[src/rtl/cache_arb_pkg.sv]
// Shared FSM states and default sizing for the cache request arbiter.
// Imported by the arbiter top and its round-robin picker.
package cache_arb_pkg;

    localparam int DEF_NUM_REQ        = 4;
    localparam int DEF_TAGS_WIDTH     = 48;
    localparam int DEF_CACHE_SIZE     = 512;
    localparam int DEF_TIMEOUT_CYCLES = 1024;

    typedef enum logic [1:0] {
        ST_IDLE  = 2'd0,
        ST_ISSUE = 2'd1,
        ST_WAIT  = 2'd2,
        ST_RESP  = 2'd3
    } arb_state_e;

endpackage

[src/rtl/rr_picker.sv]
// Round-robin pick: first asserted request above last_grant, else
// first asserted request at or below it (wrap-around scan).
module rr_picker
    import cache_arb_pkg::*;
#(
    parameter int NUM_REQ = DEF_NUM_REQ,
    parameter int GW      = (NUM_REQ > 1) ? $clog2(NUM_REQ) : 1
) (
    input  logic [NUM_REQ-1:0] req,
    input  logic [GW-1:0]      last_grant,
    output logic               any,
    output logic [GW-1:0]      winner
);

    logic          hi_any;
    logic          lo_any;
    logic [GW-1:0] hi_idx;
    logic [GW-1:0] lo_idx;

    // Descending scan so the lowest qualifying index is kept last.
    always_comb begin
        hi_any = 1'b0;
        lo_any = 1'b0;
        hi_idx = '0;
        lo_idx = '0;
        for (int i = NUM_REQ - 1; i >= 0; i--) begin
            if (req[i]) begin
                if (GW'(i) > last_grant) begin
                    hi_any = 1'b1;
                    hi_idx = GW'(i);
                end else begin
                    lo_any = 1'b1;
                    lo_idx = GW'(i);
                end
            end
        end
        any    = hi_any | lo_any;
        winner = hi_any ? hi_idx : lo_idx;
    end

endmodule

[src/rtl/cache_req_arbiter.sv]
// Shares one cache frontend among NUM_REQ requesters, one lookup in
// flight, round-robin fair, with a bounded wait for the cache reply.
module cache_req_arbiter
    import cache_arb_pkg::*;
#(
    parameter int NUM_REQ        = DEF_NUM_REQ,
    parameter int TAGS_WIDTH     = DEF_TAGS_WIDTH,
    parameter int CACHE_SIZE     = DEF_CACHE_SIZE,
    parameter int TIMEOUT_CYCLES = DEF_TIMEOUT_CYCLES,
    localparam int GW = (NUM_REQ > 1) ? $clog2(NUM_REQ) : 1,
    localparam int TW = $clog2(TIMEOUT_CYCLES + 1)
) (
    input  logic                          clk,
    input  logic                          rst,
    input  logic [NUM_REQ-1:0]            req_addr_tvalid,
    output logic [NUM_REQ-1:0]            req_addr_tready,
    input  logic [NUM_REQ*TAGS_WIDTH-1:0] req_addr_tdata,
    output logic [NUM_REQ-1:0]            rsp_data_tvalid,
    input  logic [NUM_REQ-1:0]            rsp_data_tready,
    output logic [CACHE_SIZE-1:0]         rsp_data_tdata,
    output logic                          cache_addr_tvalid,
    input  logic                          cache_addr_tready,
    output logic [TAGS_WIDTH-1:0]         cache_addr_tdata,
    input  logic                          cache_data_tvalid,
    output logic                          cache_data_tready,
    input  logic [CACHE_SIZE-1:0]         cache_data_tdata,
    output logic [GW-1:0]                 grant_id,
    output logic                          timeout_err
);

    arb_state_e            state;
    logic [GW-1:0]         last_grant;
    logic [TAGS_WIDTH-1:0] tag_q;
    logic [CACHE_SIZE-1:0] data_q;
    logic [TW-1:0]         timer;
    logic                  pick_any;
    logic [GW-1:0]         pick_idx;
    logic [TAGS_WIDTH-1:0] pick_tag;
    logic                  rsp_hs;

    rr_picker #(
        .NUM_REQ    (NUM_REQ),
        .GW         (GW)
    ) u_picker (
        .req        (req_addr_tvalid),
        .last_grant (last_grant),
        .any        (pick_any),
        .winner     (pick_idx)
    );

    always_comb begin
        pick_tag        = '0;
        req_addr_tready = '0;
        rsp_data_tvalid = '0;
        for (int i = 0; i < NUM_REQ; i++) begin
            if (pick_idx == GW'(i)) begin
                pick_tag = req_addr_tdata[i*TAGS_WIDTH +: TAGS_WIDTH];
            end
            req_addr_tready[i] = !rst && (state == ST_IDLE) &&
                                 pick_any && (pick_idx == GW'(i));
            rsp_data_tvalid[i] = !rst && (state == ST_RESP) &&
                                 (grant_id == GW'(i));
        end
    end

    assign rsp_hs            = |(rsp_data_tvalid & rsp_data_tready);
    assign cache_addr_tvalid = !rst && (state == ST_ISSUE);
    assign cache_addr_tdata  = tag_q;
    assign rsp_data_tdata    = data_q;
    // Beats outside WAIT are accepted and simply dropped.
    assign cache_data_tready = !rst;

    always_ff @(posedge clk) begin
        if (rst) begin
            state       <= ST_IDLE;
            last_grant  <= GW'(NUM_REQ - 1);
            grant_id    <= '0;
            tag_q       <= '0;
            data_q      <= '0;
            timer       <= '0;
            timeout_err <= 1'b0;
        end else begin
            case (state)
                ST_IDLE: begin
                    if (pick_any) begin
                        tag_q    <= pick_tag;
                        grant_id <= pick_idx;
                        state    <= ST_ISSUE;
                    end
                end
                ST_ISSUE: begin
                    if (cache_addr_tready) begin
                        timer <= '0;
                        state <= ST_WAIT;
                    end
                end
                ST_WAIT: begin
                    // Real data beats a coincident timeout.
                    if (cache_data_tvalid) begin
                        data_q <= cache_data_tdata;
                        state  <= ST_RESP;
                    end else if (timer == TW'(TIMEOUT_CYCLES - 1)) begin
                        data_q      <= '1;
                        timeout_err <= 1'b1;
                        state       <= ST_RESP;
                    end else begin
                        timer <= timer + TW'(1);
                    end
                end
                ST_RESP: begin
                    if (rsp_hs) begin
                        last_grant <= grant_id;
                        state      <= ST_IDLE;
                    end
                end
                default: state <= ST_IDLE;
            endcase
        end
    end

endmodule
[config.mk]
export PLATFORM = sky130hd
export DESIGN_NAME = cache_req_arbiter
export DESIGN_NICKNAME = d
export VERILOG_FILES = /design/src/rtl/cache_arb_pkg.sv /design/src/rtl/rr_picker.sv /design/src/rtl/cache_req_arbiter.sv
export SDC_FILE = /design/constraint.sdc
export NUM_CORES = 1
export LEC_CHECK = 0
export BUFFER_PORTS_ARGS = -buffer_cell sky130_fd_sc_hd__buf_2
export CAP_MARGIN = 40
export CORE_AREA = 2 2 495 497
export CTS_CLUSTER_DIAMETER = 60
export DETAILED_ROUTE_END_ITERATION = 16
export DIE_AREA = 0 0 497 499
export PLACE_DENSITY = 0.3
export SLEW_MARGIN = 20
export SYNTH_ARGS = -nofsm -noshare
export SYNTH_HDL_FRONTEND = slang
export SYNTH_HIERARCHICAL = 1
export SYNTH_SLANG_ARGS = --single-unit
[constraint.sdc]
create_clock -name clk -period 2.75 [get_ports clk]
set_input_delay 0.1375 -clock clk [delete_from_list [all_inputs] [get_ports clk]]
set_output_delay 0.1375 -clock clk [all_outputs]
set_load 0.005 [all_outputs]
==> summary.md <==
| Metric | Value |
|---|---|
| Maximum vdd drop | 463.1 uV |
| Crit share post-route | 0.9471 |
| Compound-Gate Fraction of Synth Area | 0.2995 |
| Root Driver | clkbuf_16 |
| Cell Area, Synth | 21040 um^2 |
| Placeable Area | 242500 um^2 |
| DP Wirelength | 135800 um |
| Mux share of post-synthesis cell area | 0.05382 |
| Worst setup SP type | flop |
| FF-to-FF path depth | 7 |
| WP data arrival | 3.21 ns |
| GP Congestion | 0.9831 |
| Slew headroom | 0.5439 |
| Synth warnings | 6 |
| R2r setup slk | 0.15 ns |
| Yosys top cell area share | 0.5500 |
| Synth Area in Simple Gates | 0.03461 |
| TritonCTS Sinks | 578 |
| Place WS | 0.4879 ns |
| Max Slew Vio Count | 0 |
| Worst skew pair latency | 0.73 ns |
| CTS Buf Count | 95 |
| Pin count of the biggest net entering global routing | 105 |
| Rows | 181 |
| CTS tree | done |
| Initial antenna violation count | 81 |
| Number of H-tree levels | 3 |
| Max Cap Viol | 0 |
| RSZ-0062 raised after global routing | no |
| Main combinational cell family by area after synthesis | compound AO/OA/AOI/OAI gates |
| Detail Route Antenna Nets | 0 |
| DRC Markers | 0 |
| Critical path class | flop to flop |
| Final setup vio count | 0 |
| Leak | 17.83 nW |
| Via count | 22950 |
| Seq/Total Area, Yosys | 0.5500 |
| Vias in the first global route | 24190 |
| Post-CTS setup buffers | 0 |
| Adder-cell share of the synthesized area | 0.003568 |
| RR Endpoint | cache_addr_tdata[28] |
| Area contributors post-synth | dfxtp_1 (55%), o221a_2 (25%), mux4_2 (5.1%) |
| Final min period | 2.604 ns |
| Synth unique cells | 48 |
| Hold/Removal Path Class | input port to flop |
| Commonest non-fill, non-tap cells in the layout | buf_2 (1288), dlygate4sd3_1 (616), dfxtp_1 (578) |
| Worst EP required | 3.35 ns |
| Clock-pin slew on the worst setup and hold paths | 0.05 ns |
| Gr usage total | 0.1285 |
| Status | completed |
| Vias per cell | 3.369 |
| Synthesis-to-layout area growth | 94.18% |
| Fmax | 0.3840 GHz |
| Slew @ Worst Pin | 0.6841 ns |
| Final hold viol count | 0 |
| Most common cell after layout, fill and taps aside | buf_2 |
| Post-detailed-route wirelength per cell | 24.33 um |
| Cell Pwr Density | 783.6 nW/um^2 |
| Dominant cell type by area after synthesis | dfxtp_1 |
| Drt first pass iters | 5 |
| # nets final | 4224 |
| Syn Nets | 2345 |
| Initial Utilization | 0.08674 |
| First-pass GRT wire length | 219200 um |
| Layout Skew | 0.02374 ns |
| Synthesized netlist cell count | 1623 |
| Final Hold Slack | 0.1499 ns |
| Total grt overflow | 0 |
| Initial DRC count | 1388 |
| # port buffers | 1288 |
| Share of layout cells above drive strength 1 | 0.5742 |
| Mean Syn Cell Area | 12.96 um^2 |
| Synth Area in XOR/XNOR | 0.0004163 |
| Hold path start | cache_addr_tready |
| Setup ws final | 0.1455 ns |
| Seq cells post-synth | 578 |
| Clk buf depth | 3 |
| Setup TNS | 0 ns |
| Die width | 497 um |
| Routed WL | 165800 um |
| RR Startpoint | last_grant[1] |
| Critical Path Fanout Max | 33 |
| Total I/O pin count | 1289 |
| Crit. End Element | flop |
| Worst Hold End | state[1] |
| Height of the die | 499 um |
| Hold Path Stages | 5 |
| Die Area | 248000 um^2 |
[power breakdown]
part / leakage, nW / switching, mW / internal [mW]
Clock: 1.58 / 4.98 / 7.71
Sequential: 4.70 / 0.859 / 9.78
Combinational: 11.5 / 4.65 / 4.04
[worst max-delay path by stage]
stage                              from  depth (start not counted)  slack, ns              endpoint
after global placement         timer[0]                          7       0.50   rsp_data_tdata[356]
after floorplan           last_grant[1]                          7       0.69  cache_addr_tdata[10]
final                     last_grant[1]                          7       0.15  cache_addr_tdata[28]
after CTS                 last_grant[1]                          7       0.10   cache_addr_tdata[4]
after detailed placement       timer[0]                          7       0.49   rsp_data_tdata[354]
after global routing      last_grant[1]                          7       0.03  cache_addr_tdata[28]
[through the flow]
step | cell area, um^2 | cells | utilization | power (mW)
floorplan | 21040 | 1623 | - | 14.26
global placement | 31330 | 5991 | 0.1292 | 18.79
detailed placement | 31330 | 5991 | 0.1292 | 18.76
CTS | 40770 | 6781 | 0.1681 | 32.75
global route | 40840 | 6808 | 0.1684 | 33.66
finish | 40850 | 6814 | 0.1684 | 32.01
[cells in the mapped netlist (all sizes together)]
cell	instances
clkbuf	139
a21oi	56
nand2b	2
nand2	126
nor3	2
a31oi	4
ha	6
and3	2
nor2b	2
o22ai	4
or4b	1
nand3	4
inv	11
o2bb2ai	1
a211oi	7
dfxtp	578
xnor2	1
o31a	1
nand4	1
nor4	2
nor2	13
o211ai	2
buf	65
o21a	1
o32ai	3
a221oi	1
nor3b	1
mux2	1
and2	6
or3	1
a211o	1
o221a	512
a21boi	1
o21ai	4
o221ai	2
mux2i	4
mux4	48
nand3b	4
and4	1
a2bb2oi	2
[kinds of logic (layout without fill, tap and decap cells)]
| family | Yosys count | in the layout |
|---|---|---|
| xor gates and xnor gates | 1 | 1 |
| and+or+nand+nor | 168 | 168 |
| buffers and inverters | 215 | 2171 |
| other | 0 | 33 |
| muxes | 53 | 53 |
| AOI/OAI and AO/OA | 602 | 602 |
| adders and majority gates | 6 | 6 |
| DFF | 578 | 578 |
[repair_timing]
action	CTS	global route
endpoints found under the hold margin	567	0
setup endpoints to repair	0	13
hold buffers	616	0
gates resized for setup	0	1
[worst max-delay path, cell delays in order (launching register included)]
cell and delay [ns]:
dfxtp_1 0.44, mux2i_1 0.15, o221ai_4 0.24, buf_12 0.27
mux4_2 0.57, dlygate4sd3_1 0.62, nand2_1 0.10, a21oi_1 0.06
[registers in the layout (all words and copies together), names as in the netlist]
signal / cells
grant_id: 2
timeout_err: 1
timer: 11
state: 2
rsp_data_tdata: 512
last_grant: 2
cache_addr_tdata: 48
[routing by layer]
metal / wire, um / global-route usage / vias to the layer above
met3: 17960 / 0.05927 / 276
li1: - / - / 10460
met5: 287 / 0 / -
met2: 73290 / 0.2006 / 1121
met4: 7461 / 0.05660 / 44
met1: 66800 / 0.1500 / 11060
[cell type report]
cell class | count | area (um^2)
Fill cell | 27190 | 201700
Timing Repair Buffer | 1986 | 13580
Sequential cell | 578 | 11570
Multi-Input combinational cell | 830 | 8287
Tap cell | 3202 | 4006
Clock buffer | 124 | 2659
Clock inverter | 50 | 615.6
Antenna cell | 33 | 82.58
Inverter | 11 | 48.80
(Power assumes the default switching activity.)
